==> config.mk <==
export PLATFORM = sky130hd
export DESIGN_NAME = ex_muldiv_unit
export DESIGN_NICKNAME = d
export VERILOG_FILES = /design/src/rtl/rv_pkg.sv /design/src/rtl/muldiv_sign_prep.sv /design/src/rtl/ex_muldiv_unit.sv
export SDC_FILE = /design/constraint.sdc
export NUM_CORES = 1
export LEC_CHECK = 0
export BUFFER_PORTS_ARGS = -buffer_cell sky130_fd_sc_hd__buf_2
export CAP_MARGIN = 20
export CORE_ASPECT_RATIO = 1.75
export CORE_MARGIN = 4
export CORE_UTILIZATION = 60
export DETAILED_ROUTE_END_ITERATION = 10
export PLACE_DENSITY_LB_ADDON = 0.3
export SLEW_MARGIN = 20
export SYNTH_ARGS = -nofsm -noshare
export SYNTH_HDL_FRONTEND = slang
export SYNTH_SLANG_ARGS = --single-unit
export TNS_END_PERCENT = 50
==> constraint.sdc <==
create_clock -name clk -period 6.4 [get_ports clk]
set_input_delay 0.64 -clock clk [delete_from_list [all_inputs] [get_ports clk]]
set_output_delay 0.64 -clock clk [all_outputs]
set_load 0.02 [all_outputs]
==> src/rtl/rv_pkg.sv <==
// Shared RV32 execute-stage definitions: M-extension funct3 codes, EX control
// word layout and the multiply/divide sequencer states.
package rv_pkg;

  localparam int XLEN  = 32;
  localparam int CW_W  = 14;
  localparam int CNT_W = 6;

  localparam logic [2:0] F3_MUL    = 3'd0;
  localparam logic [2:0] F3_MULH   = 3'd1;
  localparam logic [2:0] F3_MULHSU = 3'd2;
  localparam logic [2:0] F3_MULHU  = 3'd3;
  localparam logic [2:0] F3_DIV    = 3'd4;
  localparam logic [2:0] F3_DIVU   = 3'd5;
  localparam logic [2:0] F3_REM    = 3'd6;
  localparam logic [2:0] F3_REMU   = 3'd7;

  // {branch_taken,rf_wb,mem_we,wb_src[1:0],pc_src,rd[4:0],funct3[2:0]}
  localparam int CW_FUNCT3_LSB = 0;
  localparam int CW_RD_LSB     = 3;
  localparam int CW_PC_SRC_BIT = 8;
  localparam int CW_WB_SRC_LSB = 9;
  localparam int CW_MEM_WE_BIT = 11;
  localparam int CW_RF_WB_BIT  = 12;
  localparam int CW_BRANCH_BIT = 13;

  localparam logic [1:0] WB_SRC_ALU = 2'd0;

  typedef enum logic [1:0] {
    MD_IDLE,
    MD_MUL,
    MD_DIV,
    MD_DONE
  } md_state_e;

endpackage

==> src/rtl/muldiv_sign_prep.sv <==
// Converts RV32M operands to unsigned magnitudes and derives the sign
// corrections to apply to the final product, quotient and remainder.
module muldiv_sign_prep
  import rv_pkg::*;
#(
  parameter int XLEN = 32
) (
  input  logic [2:0]      funct3,
  input  logic [XLEN-1:0] op_a,
  input  logic [XLEN-1:0] op_b,
  output logic [XLEN-1:0] a_mag,
  output logic [XLEN-1:0] b_mag,
  output logic            res_neg,
  output logic            rem_neg
);

  logic a_signed;
  logic b_signed;
  logic a_neg;
  logic b_neg;

  always_comb begin
    a_signed = (funct3 == F3_MUL) || (funct3 == F3_MULH) || (funct3 == F3_MULHSU) ||
               (funct3 == F3_DIV) || (funct3 == F3_REM);
    b_signed = (funct3 == F3_MUL) || (funct3 == F3_MULH) ||
               (funct3 == F3_DIV) || (funct3 == F3_REM);
    a_neg    = a_signed & op_a[XLEN-1];
    b_neg    = b_signed & op_b[XLEN-1];
    // The most negative value maps onto itself, which is its correct unsigned magnitude.
    a_mag    = a_neg ? ('0 - op_a) : op_a;
    b_mag    = b_neg ? ('0 - op_b) : op_b;
    res_neg  = a_neg ^ b_neg;
    rem_neg  = a_neg;
  end

endmodule

==> src/rtl/ex_muldiv_unit.sv <==
// Iterative RV32M multiply/divide unit for the Execute stage: one result bit
// per cycle, pipeline held via stall_req, result presented for one cycle.
module ex_muldiv_unit
  import rv_pkg::*;
#(
  parameter int XLEN  = 32,
  parameter int CW_W  = 14,
  parameter int CNT_W = 6
) (
  input  logic            clk,
  input  logic            rst,
  input  logic            start,
  input  logic            flush,
  input  logic [2:0]      funct3,
  input  logic [XLEN-1:0] op_a,
  input  logic [XLEN-1:0] op_b,
  input  logic [CW_W-1:0] control_word_in,
  output logic            stall_req,
  output logic            result_valid,
  output logic [XLEN-1:0] result,
  output logic [CW_W-1:0] control_word_out
);

  localparam logic [CNT_W-1:0] CNT_LAST = CNT_W'(XLEN - 1);

  md_state_e         state_reg, state_next;
  logic [CNT_W-1:0]  cnt_reg;
  logic [2*XLEN-1:0] acc_reg;
  logic [XLEN-1:0]   opnd_reg;
  logic [2:0]        funct3_reg;
  logic              res_neg_reg;
  logic              rem_neg_reg;
  logic [CW_W-1:0]   cw_hold_reg;
  logic [CW_W-1:0]   cw_out_reg;
  logic [XLEN-1:0]   result_reg;
  logic              result_valid_reg;

  logic [XLEN-1:0]   a_mag, b_mag;
  logic              res_neg, rem_neg;
  logic              accept, finish;
  logic              is_div_op, div_signed, fast_zero, fast_ovf, fast_path;
  logic [XLEN-1:0]   fast_value;
  logic [XLEN:0]     mul_sum, div_shift, div_diff;
  logic [2*XLEN-1:0] mul_step, div_step, step_next, mul_full;
  logic [XLEN-1:0]   quot, rem, final_value;

  muldiv_sign_prep #(.XLEN(XLEN)) u_sign_prep (
    .funct3  (funct3),
    .op_a    (op_a),
    .op_b    (op_b),
    .a_mag   (a_mag),
    .b_mag   (b_mag),
    .res_neg (res_neg),
    .rem_neg (rem_neg)
  );

  // Divide-by-zero and signed overflow resolve at accept without iterating.
  always_comb begin
    is_div_op  = funct3[2];
    div_signed = (funct3 == F3_DIV) || (funct3 == F3_REM);
    fast_zero  = is_div_op && (op_b == '0);
    fast_ovf   = is_div_op && div_signed && (op_a == {1'b1, {(XLEN-1){1'b0}}}) && (op_b == '1);
    fast_path  = fast_zero || fast_ovf;
    if (!funct3[1]) begin
      fast_value = fast_zero ? '1 : {1'b1, {(XLEN-1){1'b0}}};
    end else begin
      fast_value = fast_zero ? op_a : '0;
    end
  end

  // acc_reg holds {product_hi, multiplier} for MUL and {remainder, quotient} for DIV.
  always_comb begin
    mul_sum   = {1'b0, acc_reg[2*XLEN-1:XLEN]} + (acc_reg[0] ? {1'b0, opnd_reg} : '0);
    mul_step  = {mul_sum, acc_reg[XLEN-1:1]};
    div_shift = {acc_reg[2*XLEN-1:XLEN], acc_reg[XLEN-1]};
    div_diff  = div_shift - {1'b0, opnd_reg};
    if (div_diff[XLEN]) begin
      div_step = {div_shift[XLEN-1:0], acc_reg[XLEN-2:0], 1'b0};
    end else begin
      div_step = {div_diff[XLEN-1:0], acc_reg[XLEN-2:0], 1'b1};
    end
    step_next = (state_reg == MD_MUL) ? mul_step : div_step;
  end

  // Result is formed from the last iteration's combinational step so DONE follows directly.
  always_comb begin
    mul_full = res_neg_reg ? ('0 - step_next) : step_next;
    quot     = step_next[XLEN-1:0];
    rem      = step_next[2*XLEN-1:XLEN];
    case (funct3_reg)
      F3_MUL:           final_value = mul_full[XLEN-1:0];
      F3_DIV, F3_DIVU:  final_value = res_neg_reg ? ('0 - quot) : quot;
      F3_REM, F3_REMU:  final_value = rem_neg_reg ? ('0 - rem) : rem;
      default:          final_value = mul_full[2*XLEN-1:XLEN];
    endcase
  end

  always_ff @(posedge clk) begin
    if (rst) begin
      state_reg <= MD_IDLE;
    end else begin
      state_reg <= state_next;
    end
  end

  always_comb begin
    state_next = state_reg;
    stall_req  = 1'b0;
    accept     = 1'b0;
    finish     = 1'b0;
    case (state_reg)
      MD_IDLE: begin
        if (start && !flush) begin
          stall_req = 1'b1;
          accept    = 1'b1;
          if (fast_path) begin
            state_next = MD_DONE;
          end else begin
            state_next = is_div_op ? MD_DIV : MD_MUL;
          end
        end
      end
      MD_MUL, MD_DIV: begin
        stall_req = 1'b1;
        if (flush) begin
          state_next = MD_IDLE;
        end else if (cnt_reg == CNT_LAST) begin
          state_next = MD_DONE;
          finish     = 1'b1;
        end
      end
      default: begin
        state_next = MD_IDLE;
      end
    endcase
  end

  always_ff @(posedge clk) begin
    if (rst) begin
      cnt_reg          <= '0;
      acc_reg          <= '0;
      opnd_reg         <= '0;
      funct3_reg       <= '0;
      res_neg_reg      <= 1'b0;
      rem_neg_reg      <= 1'b0;
      cw_hold_reg      <= '0;
      cw_out_reg       <= '0;
      result_reg       <= '0;
      result_valid_reg <= 1'b0;
    end else begin
      result_valid_reg <= 1'b0;
      if (accept) begin
        cnt_reg     <= '0;
        acc_reg     <= {{XLEN{1'b0}}, a_mag};
        opnd_reg    <= b_mag;
        funct3_reg  <= funct3;
        res_neg_reg <= res_neg;
        rem_neg_reg <= rem_neg;
        cw_hold_reg <= control_word_in;
        if (fast_path) begin
          result_reg       <= fast_value;
          cw_out_reg       <= control_word_in;
          result_valid_reg <= 1'b1;
        end
      end else if ((state_reg == MD_MUL || state_reg == MD_DIV) && !flush) begin
        acc_reg <= step_next;
        if (finish) begin
          result_reg       <= final_value;
          cw_out_reg       <= cw_hold_reg;
          result_valid_reg <= 1'b1;
        end else begin
          cnt_reg <= cnt_reg + 1'b1;
        end
      end
    end
  end

  assign result_valid     = result_valid_reg;
  assign result           = result_reg;
  assign control_word_out = cw_out_reg;

endmodule

==> out/metrics.cfg <==
[logic_synthesis]
syn-num-nets = 2383
synth-async-reset-ratio_pct = 0
syn_area_per_cell_um2 = 7.22
synth-seq-area-share_pct = 21.2
synth_ff_type = dfxtp_1
synth_top_area_share_pct = 21.2
synth_edf_count = 0
synth_seq_cells = 170
synth_cells = 2223
yosys_warnings = 0
netlist_area_um2 = 16100
yosysTopAreaCell = dfxtp_1
synth.distinct_cells = 102
ys_top_cells_by_area = dfxtp_1 (21%), nand2_1 (6.6%), a21oi_1 (6.4%), ha_1 (5.7%), xnor2_1 (5.5%)

[clocking]
post_cts.repair.setup_buffers = 0
cts_tree = done
root_buffer = clkbuf_16
cts_buffers = 17
path_clk_slew_ps = 80
clock-sinks = 170
clk_path_buf_depth = 2
insertion_delay_ps = 470
h-tree-depth = 4

[floorplanning]
die_h_um = 224
ios = 133
coreArea_um2 = 26500
die_width_um = 132
num_rows = 79
dieArea_um2 = 29500
initial_core_util_pct = 60.6

[timing]
tightest_slew_ps = 1200
rsz0062_at_grt = no
relSlewSlack_pct = 20.0
setup_violations = 0
fin_tns_setup_ps = 0
hold_viol_final = 0
period_share_pct = 96.4
fin_ws_ps = 233
final_max_slew_viol_count = 0
layout_min_cycle_time_ps = 6170
fmax_ghz = 0.162
fin_worst_skew_ps = 12.5
holdWs_ps = 419

[critical_path]
path_depth = 24
cp-start-kind = flop
crit_chain = inv_1, ha_1, nand4_1, a2111oi_4, o21ai_2, a311oi_4, o31ai_4, o21ai_2, nor2_1, a21oi_2, ha_1, nand2_1, nor4_1, nor2b_1, nand2b_1, or2_2, o21ai_1, nand2_1, nor2_1, nand3_1, o41ai_2, xnor2_1, a221oi_1, nor2_1
cp_common_cell = nor2_1
path_max_fanout = 9
cp-end-kind = flop
r2r_cells = 24
path_class = flop to flop
cp_slowest_cell = dfxtp_1
path_buf_inv = 1
critical-path-top-delay-family = simple AND/OR/NAND/NOR gates
slowest_delay_ps = 520
cp.arrival_ps = 6530
worstPathRequired_ps = 6760

[worst_hold_path]
hold_class = input port to flop
holdPathStages = 3

[pwr]
irDropWorstVdd_uv = 356
leakagePower_uw = 0.00712
p_per_area_nw_per_um2 = 584

[final_layout]
largest_reg_flops = 64
final_common_cell = nand2_1
drive_above_1_share_pct = 13.1
areaGrowthSynthToFinish_pct = 10.9
multi_input_comb_area_um2 = 11900
final_core_util_pct = 67.2
regArea_um2 = 3400
nNetsFinal = 2466
fill_cells = 2463
final_cell_mix = nand2_1 (281), nor2_1 (230), a21oi_1 (203)

[routing]
drc_errors = 0
finalWirelength_mm = 68.0
drtAntennaViolNets = 0
vias = 18400
dr.pass1.iters = 6
viasPerCell = 6.95
wl_per_cell_um = 25.7
drt_iter0_drc = 2047

[place]
place_congestion = 1.06
dp_worst_setup_slack_ps = 356
dpl.hpwl_mm = 51.1
portBuffers = 132

[status]
status = finished, final reports clean

[grt]
grt_first_pass_wirelength_mm = 102
grt_max_degree = 76
grt_remaining_overflow = 0
grt_pass1_vias = 17600
grt_usage_pct = 44.4
antenna_found_initial = 1

[job]
maxCapViolCount = 0

what timing repair did:
item,in CTS,in global routing
setup endpoints to repair,0,2
hold buffers,0,0
resized for setup,0,2
final cells by class:
cell class,instances,share of cell area [%]
Antenna cell,1,0.0141
Clock buffer,17,2.39
Clock inverter,15,1.24
Inverter,68,1.43
Multi-Input combinational cell,1852,66.9
Sequential cell,170,19.1
Tap cell,324,2.28
Timing Repair Buffer,197,6.65
metrics by stage:
| stage | total power [µW] | std cells | instance area, µm² |
|---|---|---|---|
| 4_1_cts | 10000 | 2641 | 17800 |
| 5_1_grt | 10800 | 2643 | 17800 |
| 6_report | 10400 | 2644 | 17800 |
| 2_1_floorplan | 6390 | 2223 | 16100 |
| 3_5_place_dp | 8860 | 2609 | 17100 |
| 3_3_place_gp | 8830 | 2609 | 17100 |
final timing paths:
path               endpoint  slack, ps          startpoint
max              result[30]        230        opnd_reg[13]
min          cw_hold_reg[2]        420  control_word_in[2]
max reg2reg      result[30]        230        opnd_reg[13]
min reg2reg      result[21]        450          result[21]
synth_stat cells, types with 9 or more instances:
cell type and instances:
o221ai_1 11, clkbuf_1 94, nor3_1 50, nand2b_1 22, nor2_1 231, nand2_1 281
buf_2 12, and3_1 14, a21oi_1 204, o31ai_1 30, a211oi_1 72, a31oi_1 19
inv_1 67, a311oi_1 12, mux2i_1 49, o21a_1 16, o2111ai_1 9, o211ai_1 23
o22a_1 14, nand3_1 44, ha_1 73, and2_1 42, o21bai_1 10, nor2b_1 10
o41ai_1 11, o21ai_1 14, nand4_1 25, a22oi_1 9, a21o_1 29, buf_1 19
dfxtp_1 170, a221oi_1 22, xor2_1 76, nor4_1 18, or3_1 31, or4_1 12
xnor2_1 101, o21ai_0 134
cells by family (layout without fill, tap and decap cells):
logic type | Yosys count | count (layout) | synth area share, %
buf+inv | 202 | 297 | 5.10
fa+ha+maj | 75 | 75 | 5.94
compound gates | 716 | 717 | 30.2
other cells | 0 | 1 | 0
flops | 170 | 170 | 21.2
simple gates | 824 | 824 | 24.0
xor+xnor | 177 | 177 | 9.66
mux | 59 | 59 | 3.91
worst reg2reg max path: stages, from the launching register on:
cell       delay (ps)
dfxtp_1           520
inv_1              90
ha_1              410
nand4_1           320
a2111oi_4         310
o21ai_2           150
a311oi_4          430
o31ai_4           150
o21ai_2           120
nor2_1            200
a21oi_2           240
ha_1              210
nand2_1            90
nor4_1            390
nor2b_1           300
nand2b_1          160
or2_2             360
o21ai_1           170
nand2_1           170
nor2_1            120
nand3_1           240
o41ai_2           410
xnor2_1           100
a221oi_1          320
nor2_1             60
metal layers:
| metal | wire [µm] | GRT usage (%) | up-vias |
|---|---|---|---|
| met4 | 8830 | 45.6 | 2 |
| met1 | 22000 | 43.8 | 8580 |
| met2 | 32200 | 76.1 | 1092 |
| met5 | 13 | 0 | - |
| li1 | - | - | 8256 |
| met3 | 4970 | 8.28 | 439 |
report_power, final:
group,internal [µW],switching [µW]
clock network,542,590
registers,1220,201
logic,2710,5140
total,4470,5930
No activity file was read; power rests on OpenSTA's default activity.
